===== src/rtl/proc_csr_io_queue.sv =====
// proc_csr_io_queue
//   CSR I/O unit for TinyRV1: NUM_OUT output channels fed by W-stage CSR
//   writes and NUM_IN input channels drained by CSR reads. Each channel has
//   its own DEPTH-entry FIFO with val/rdy handshakes on the pin side.
//
// Ports
//   clk, rst            clock, asynchronous active-low reset
//   csrw_en/sel/data    CSR write into output FIFO csrw_sel
//   csrw_stall          selected output FIFO is full
//   csrr_en/sel         CSR read: sel[3]=0 input channel sel[2:0], sel[3]=1 status
//   csrr_data           combinational read data (head entry or status word)
//   csrr_stall          selected input FIFO is empty
//   out_val/rdy/data    output channel handshakes, channel i at [i*DATA_W +: DATA_W]
//   in_val/rdy/data     input channel handshakes, same packing
module proc_csr_io_queue #(
  parameter int unsigned DATA_W  = 32,
  parameter int unsigned NUM_OUT = 3,
  parameter int unsigned NUM_IN  = 3,
  parameter int unsigned DEPTH   = 4
) (
  input  logic                      clk,
  input  logic                      rst,
  input  logic                      csrw_en,
  input  logic [2:0]                csrw_sel,
  input  logic [DATA_W-1:0]         csrw_data,
  output logic                      csrw_stall,
  input  logic                      csrr_en,
  input  logic [3:0]                csrr_sel,
  output logic [DATA_W-1:0]         csrr_data,
  output logic                      csrr_stall,
  output logic [NUM_OUT-1:0]        out_val,
  input  logic [NUM_OUT-1:0]        out_rdy,
  output logic [NUM_OUT*DATA_W-1:0] out_data,
  input  logic [NUM_IN-1:0]         in_val,
  output logic [NUM_IN-1:0]         in_rdy,
  input  logic [NUM_IN*DATA_W-1:0]  in_data
);

  localparam int unsigned PW = $clog2(DEPTH);
  localparam int unsigned CW = $clog2(DEPTH + 1);

  logic [NUM_OUT-1:0]        o_full;
  logic [NUM_IN-1:0]         i_empty;
  logic [NUM_IN*DATA_W-1:0]  i_head;
  logic [DATA_W-1:0]         status;

  // Output channels: pushed by CSR writes, popped by the external sink.
  for (genvar gi = 0; gi < NUM_OUT; gi++) begin : g_out
    logic [DATA_W-1:0] mem_q [DEPTH];
    logic [PW-1:0]     wptr_q, wptr_d, rptr_q, rptr_d;
    logic [CW-1:0]     cnt_q, cnt_d;
    logic              full, empty, push, pop;

    always_comb begin
      full   = (cnt_q == CW'(DEPTH));
      empty  = (cnt_q == '0);
      // Out-of-range selects never match any generated channel, so they
      // fall through as ignored writes.
      push   = csrw_en && (csrw_sel == 3'(gi)) && !full;
      pop    = !empty && out_rdy[gi];
      wptr_d = push ? wptr_q + PW'(1) : wptr_q;
      rptr_d = pop  ? rptr_q + PW'(1) : rptr_q;
      cnt_d  = cnt_q;
      if (push && !pop)      cnt_d = cnt_q + CW'(1);
      else if (!push && pop) cnt_d = cnt_q - CW'(1);
    end

    always_ff @(posedge clk or negedge rst) begin
      if (!rst) begin
        wptr_q <= '0;
        rptr_q <= '0;
        cnt_q  <= '0;
      end else begin
        wptr_q <= wptr_d;
        rptr_q <= rptr_d;
        cnt_q  <= cnt_d;
      end
    end

    always_ff @(posedge clk) begin
      if (push) mem_q[wptr_q] <= csrw_data;
    end

    assign o_full[gi]                        = full;
    assign out_val[gi]                       = !empty;
    assign out_data[gi*DATA_W +: DATA_W]     = mem_q[rptr_q];
  end

  // Input channels: pushed by the external source, popped by CSR reads.
  for (genvar gj = 0; gj < NUM_IN; gj++) begin : g_in
    logic [DATA_W-1:0] mem_q [DEPTH];
    logic [PW-1:0]     wptr_q, wptr_d, rptr_q, rptr_d;
    logic [CW-1:0]     cnt_q, cnt_d;
    logic              full, empty, push, pop;

    always_comb begin
      full   = (cnt_q == CW'(DEPTH));
      empty  = (cnt_q == '0);
      push   = in_val[gj] && !full;
      pop    = csrr_en && !csrr_sel[3] && (csrr_sel[2:0] == 3'(gj)) && !empty;
      wptr_d = push ? wptr_q + PW'(1) : wptr_q;
      rptr_d = pop  ? rptr_q + PW'(1) : rptr_q;
      cnt_d  = cnt_q;
      if (push && !pop)      cnt_d = cnt_q + CW'(1);
      else if (!push && pop) cnt_d = cnt_q - CW'(1);
    end

    always_ff @(posedge clk or negedge rst) begin
      if (!rst) begin
        wptr_q <= '0;
        rptr_q <= '0;
        cnt_q  <= '0;
      end else begin
        wptr_q <= wptr_d;
        rptr_q <= rptr_d;
        cnt_q  <= cnt_d;
      end
    end

    always_ff @(posedge clk) begin
      if (push) mem_q[wptr_q] <= in_data[gj*DATA_W +: DATA_W];
    end

    assign i_empty[gj]                   = empty;
    assign in_rdy[gj]                    = !full;
    assign i_head[gj*DATA_W +: DATA_W]   = mem_q[rptr_q];
  end

  always_comb begin
    csrw_stall = 1'b0;
    for (int unsigned i = 0; i < NUM_OUT; i++) begin
      if (csrw_en && (csrw_sel == 3'(i)) && o_full[i]) csrw_stall = 1'b1;
    end
  end

  // Status word: bit j = input j has data, bit 8+i = output i has space.
  always_comb begin
    status = '0;
    for (int unsigned j = 0; j < NUM_IN; j++)  status[j]     = !i_empty[j];
    for (int unsigned i = 0; i < NUM_OUT; i++) status[8 + i] = !o_full[i];
  end

  always_comb begin
    csrr_stall = 1'b0;
    csrr_data  = '0;
    if (csrr_en) begin
      if (csrr_sel[3]) begin
        csrr_data = status;
      end else begin
        for (int unsigned j = 0; j < NUM_IN; j++) begin
          if (csrr_sel[2:0] == 3'(j)) begin
            if (i_empty[j]) csrr_stall = 1'b1;
            else            csrr_data  = i_head[j*DATA_W +: DATA_W];
          end
        end
      end
    end
  end

endmodule


===== config.mk =====
export PLATFORM = sky130hd
export DESIGN_NAME = proc_csr_io_queue
export DESIGN_NICKNAME = d
export VERILOG_FILES = /design/src/rtl/proc_csr_io_queue.sv
export SDC_FILE = /design/constraint.sdc
export NUM_CORES = 1
export LEC_CHECK = 0
export ABC_AREA = 1
export CELL_PAD_IN_SITES_DETAIL_PLACEMENT = 1
export CELL_PAD_IN_SITES_GLOBAL_PLACEMENT = 2
export CORE_ASPECT_RATIO = 0.75
export CORE_MARGIN = 3
export CORE_UTILIZATION = 30
export DETAILED_ROUTE_END_ITERATION = 6
export PLACE_DENSITY_LB_ADDON = 0.1
export SLEW_MARGIN = 20
export SYNTH_ARGS = -nofsm -noshare
export SYNTH_HDL_FRONTEND = slang
export SYNTH_SLANG_ARGS = --single-unit

===== constraint.sdc =====
create_clock -name clk -period 3.08 [get_ports clk]
set_input_delay 0.924 -clock clk [delete_from_list [all_inputs] [get_ports clk]]
set_output_delay 0.924 -clock clk [all_outputs]
set_load 0.005 [all_outputs]

Word level (Yosys, flattened, before mapping)
Memory sizes are Yosys's and may differ from the RTL's.
Index checks and enable logic that the tools add are counted.
- muxes and demuxes: 43
- reductions and logical operators: 73
- equal/unequal tests: 10
- $add $sub $neg: 24
- operator list (operator ; count):
    2-to-1 mux 32 bit ; 8
    2-to-1 mux 3 bit ; 12
    logical AND 1 bit ; 34
    zero test 1 bit ; 25
    adder 2 x 1 -> 2 bit (second input constant) ; 12
    zero test 3 bit ; 8
    2-to-1 mux 1 bit ; 23
    adder 3 x 1 -> 3 bit (second input constant) ; 6
    == test 3 bit (second input constant) ; 6
    subtractor 3 x 1 -> 3 bit (second input constant) ; 6
    nonzero test 2 bit ; 6
    == test 3 x 1 -> 1 bit (second input constant) ; 2
    == test 3 x 2 -> 1 bit (second input constant) ; 2
- bits in registers: 42
- output and inout port bits: 136
- memories: 6
- bits in writable memories: 768
- word-level logic and storage cells: 174
- input port bits: 145
- memory list (name ; depth ; width ; read ports ; clocked after Yosys merged registers in ; write ports ; line ; RTL):
    g_in[0].mem_q ; 4 ; 32 ; 1 ; 0 ; 1 ; 91 ; logic [DATA_W-1:0] mem_q [DEPTH];
    g_in[1].mem_q ; 4 ; 32 ; 1 ; 0 ; 1 ; 91 ;
    g_in[2].mem_q ; 4 ; 32 ; 1 ; 0 ; 1 ; 91 ;
    g_out[0].mem_q ; 4 ; 32 ; 1 ; 0 ; 1 ; 49 ; logic [DATA_W-1:0] mem_q [DEPTH];
    g_out[1].mem_q ; 4 ; 32 ; 1 ; 0 ; 1 ; 49 ;
    g_out[2].mem_q ; 4 ; 32 ; 1 ; 0 ; 1 ; 49 ;

Logic depth before layout (Yosys ltp)
- word-level depth: 9
- gate-level depth with buffers: 12
- depth with buffers taken out: 12

Least setup slack after synthesis
No wires, ideal clock.
- kind: input-to-reg
- start: input port csrw_sel[2]
- end: memory g_out[0].mem_q[0][0] (enable)
- arrival time: 2777 ps
- buffers on the path: 0
- setup time: 421 ps
- required time: 2659 ps
- cell stages on the path: 5
- setup slack: -119 ps
- cells stage by stage: inv_1 > nand2_1 > nor2_1 > nand3_1 > nor2_1
- word-level cells in the longest chain between the ends: 5
- ends and longest elaborated chain (element ; line ; RTL):
    from (decl) ; 24 ; input logic [2:0] csrw_sel,
    zero test 3 bit ; 59 ; push = csrw_en && (csrw_sel == 3'(gi)) && !full;
    logical AND 1 bit (2 in a row) ; 59 ;
    2-to-1 mux 1 bit ; 81 ; if (push) mem_q[wptr_q] <= csrw_data;
    2-to-1 mux 1 bit (implied by the code) ; 81 ;
    to (decl) ; 49 ;
Every way passes these cells.

Worst setup path after layout
- start: input port csrr_sel[1]
- end: output port csrr_data[19]
- word-level cells in the longest chain between the ends: 8
- elaborated cells on any way between the ends: 10
- classes of those cells: 2 x eq/ne; 7 x mux; 1 x reduce/logical
- ends and longest elaborated chain (element ; line ; RTL):
    from (decl) ; 28 ; input logic [3:0] csrr_sel,
    zero test 3 bit ; 151 ; if (csrr_sel[2:0] == 3'(j)) begin
    2-to-1 mux 32 bit ; 151 ;
    2-to-1 mux 32 bit ; 152 ; if (i_empty[j]) csrr_stall = 1'b1;
    2-to-1 mux 32 bit ; 151 ;
    2-to-1 mux 32 bit ; 152 ;
    2-to-1 mux 32 bit * ; 151 ;
    2-to-1 mux 32 bit * ; 147 ; if (csrr_sel[3]) begin
    2-to-1 mux 32 bit * ; 146 ; if (csrr_en) begin
    to (decl) ; 29 ; output logic [DATA_W-1:0] csrr_data,
Mark *: on every way between the ends. The rest lies on a longest branch, timed or not.

==> results_dict.tcl <==
set metrics [dict create \
    antenna_found_initial 24 \
    dominantRegCellSynth "edfxtp_1" \
    globalRoute.totalOverflow 0 \
    vias 23200 \
    r2r_start "g_in[1].cnt_q[1]$_DFFE_PN0P_" \
    synth.top_cell.area_share_pct 70.0 \
    die_area_um2 114000 \
    postRouteAntennaNets 0 \
    run_status "finished, violations left" \
    post_synth_main_area_contributors "edfxtp_1 70%, nand2_1 5.5%, nor2_1 4.8%" \
    drc 0 \
    top_cell_type_by_total_area_after_synthesis "edfxtp_1" \
    synth-async-reset-ratio_pct 5.19 \
    floorplan.die.height_um 293 \
    grt_max_degree 41 \
    root_buffer "clkbuf_16" \
    drt_first_pass_iters 5 \
    design.portCount 281 \
    syn_avg_cell_area_um2 12.1 \
    cp.arrival_ns 2.33 \
    timing_worst_slew_pin_value_ns 0.795 \
    leakagePower_nw 17.1 \
    netlist-cell-type-count 31 \
    violated_checks "negative setup slack" \
    critPathCaptureType "output pin" \
    clk_pin_slew_worst_paths_ns 0.06 \
    clock_latency_ns 0.67 \
    setup_total_negative_slack_ns -2.42 \
    power_density_nw_per_um2 958 \
    synth_net_count 2907 \
    drt-vias-per-instance 4.87 \
    synth-warning-count 0 \
    layout_worst_path_cycle_share_pct 106 \
    netlist_top_cells_count "768 x edfxtp_1, 479 x nand2_1, 422 x nor2_1" \
    largest_vdd_supply_drop_mv 0.447 \
    final-max-slew-violation-count 0 \
    yosys_register_bits 810 \
    cts.htree.levels 3 \
    hold_viol_final 0 \
    critical_path_class "in -> out" \
    grt_pass1_vias 23600 \
    timing.critical_path.from "csrr_sel[1]" \
    dp_hpwl_mm 70.5 \
    grt.total_usage_pct 20.3 \
    max_cap_violations 0 \
    number_of_cts_inserted_buffers 88 \
    routedWlPerCell_um 25.6 \
    netlist_area_um2 33000 \
    global_route_wire_length_before_repair_mm 166 \
    synthesized_instance_count 2726 \
    core_area_um2 108000 \
    startpoint_type "input port" \
    gpl.final_weighted_congestion 0.774 \
    dieWidth_um 389 \
    synth_edf_count 768 \
    tritoncts_num_sinks 810 \
    cts-root-to-sink-buffers 3 \
    fin_crit_ns 3.26 \
    post-synth-top-count-cell "edfxtp_1" \
    fmaxAchievable_ghz 0.307 \
    cp_data_required_time_ns 2.16 \
    rows 104 \
    design.final.nets 3442 \
    fin_area_um2 45200 \
    setup-violations-final 31 \
    drive_gt1_share_pct 26.8 \
    synthToLayoutAreaGrowth_pct 37.3 \
    slew_headroom_pct 46.8 \
    post_route_wl_mm 122 \
    skew_ns 0.0282 \
    dpl_cell_area_um2 38800 \
    grt_setup_unrepaired "yes" \
    clock_tree_from_tritoncts "yes" \
    hold_path_class "in -> async" \
    initial_core_util_pct 30.5 \
    detailedRoute.firstIterationViolations 1584 \
    path_max_fanout 4 \
    setup_ws_ns -0.176 \
    yosysSeqAreaShare_pct 73.2 \
    port_buffers 280 \
]
## registers in the layout (all words and copies together), names as in the netlist
signal,flops
g_in.cnt_q,9
g_out.cnt_q,9
g_in.wptr_q,6
g_in.mem_q,384
g_out.rptr_q,6
g_out.wptr_q,6
g_out.mem_q,384
g_in.rptr_q,6
## layer usage
metal  global-route usage (%)  wire length (um)  up-vias
met5                        0                46        -
met4                     4.17              1790        8
met3                     4.73              7870      116
met2                     30.2             53400      534
met1                     30.2             58800    12100
li1                         -                 -    10500
## worst max-delay path, stage by stage
cell	delay [ns]
buf_8	0.09
inv_6	0.03
buf_6	0.10
nor3_4	0.24
nand2_4	0.09
buf_12	0.16
buf_8	0.14
buf_4	0.13
nand2_1	0.11
nor2_2	0.05
nor2_2	0.12
buf_2	0.13
## metrics by stage
stage               utilization (%)  instances  setup slack (ns)  total power, mW  hold slack (ns)
floorplan                         -       2726            -0.119             20.8            0.503
global placement               35.9       4453             -1.00             28.4            0.521
detailed placement             35.9       4453             -1.01             28.8            0.531
CTS                            40.2       4702            -0.264             41.5            0.248
global route                   41.8       4765            -0.266             45.7            0.278
finish                         41.8       4772            -0.176             43.3            0.282
## timing repair
item | 4_1_cts | 5_1_grt
setup buffers | 68 | 51
hold buffers | 0 | 0
gates cloned | 25 | 23
pin swaps | 110 | 113
endpoints found under the setup margin | 131 | 104
resized for setup | 606 | 452
## path summary, 6_finish.rpt
| path | endpoint | slack, ns | cells past startpoint |
|---|---|---|---|
| max | csrr_data[19] | -0.18 | 12 |
| min | g_in[0].wptr_q[0]$_DFFE_PN0P_ | 0.28 | 1 |
| max reg2reg | g_in[1].cnt_q[2]$_DFFE_PN0P_ | 0.65 | 15 |
| min reg2reg | g_out[0].cnt_q[0]$_DFFE_PN0P_ | 0.54 | 1 |
| max in group asynchronous | g_in[0].cnt_q[1]$_DFFE_PN0P_ | 2.08 | 2 |
| min in group clk | g_out[0].cnt_q[0]$_DFFE_PN0P_ | 0.54 | 1 |
## cell families after synthesis
logic type,after synthesis,share of synthesized area (%)
AO/OA/AOI/OAI,401,6.46
XOR/XNOR,27,0.717
adder cells (fa/ha/maj),36,1.50
buffers and inverters,383,5.20
flip-flops,810,73.2
AND/OR/NAND/NOR,1069,13.0
## where the power goes
group	total, mW	switching, mW	internal [mW]
clock	10.2	4.37	5.86
sequential	14.2	0.598	13.6
combinational	18.9	11.1	7.76
## placed cells by master, fill, tap and decap left out, drive strengths merged, types with 11 or more instances in the layout
| cell type | Yosys | layout |
|---|---|---|
| a21oi | 41 | 41 |
| buf | 91 | 336 |
| clkbuf | 47 | 172 |
| clkdlybuf4s15 | 0 | 12 |
| clkdlybuf4s50 | 0 | 144 |
| clkinv | 2 | 42 |
| dfrtp | 42 | 42 |
| diode | 0 | 11 |
| dlygate4sd2 | 0 | 21 |
| edfxtp | 768 | 768 |
| ha | 30 | 30 |
| inv | 243 | 239 |
| nand2 | 480 | 480 |
| nand3 | 160 | 160 |
| nor2 | 424 | 424 |
| o21ai | 263 | 263 |
| o22ai | 96 | 96 |
| xor2 | 20 | 20 |
## final cells by class
class,count,area [um2]
Tap cell,1431,1790
Inverter,245,1000
Timing Repair Buffer,583,6830
Clock inverter,44,315
Clock buffer,115,2430
Fill cell,11200,62900
Multi-Input combinational cell,1533,8730
Sequential cell,810,24100
Antenna cell,11,27.5
No activity file was read; power rests on OpenSTA's default activity.
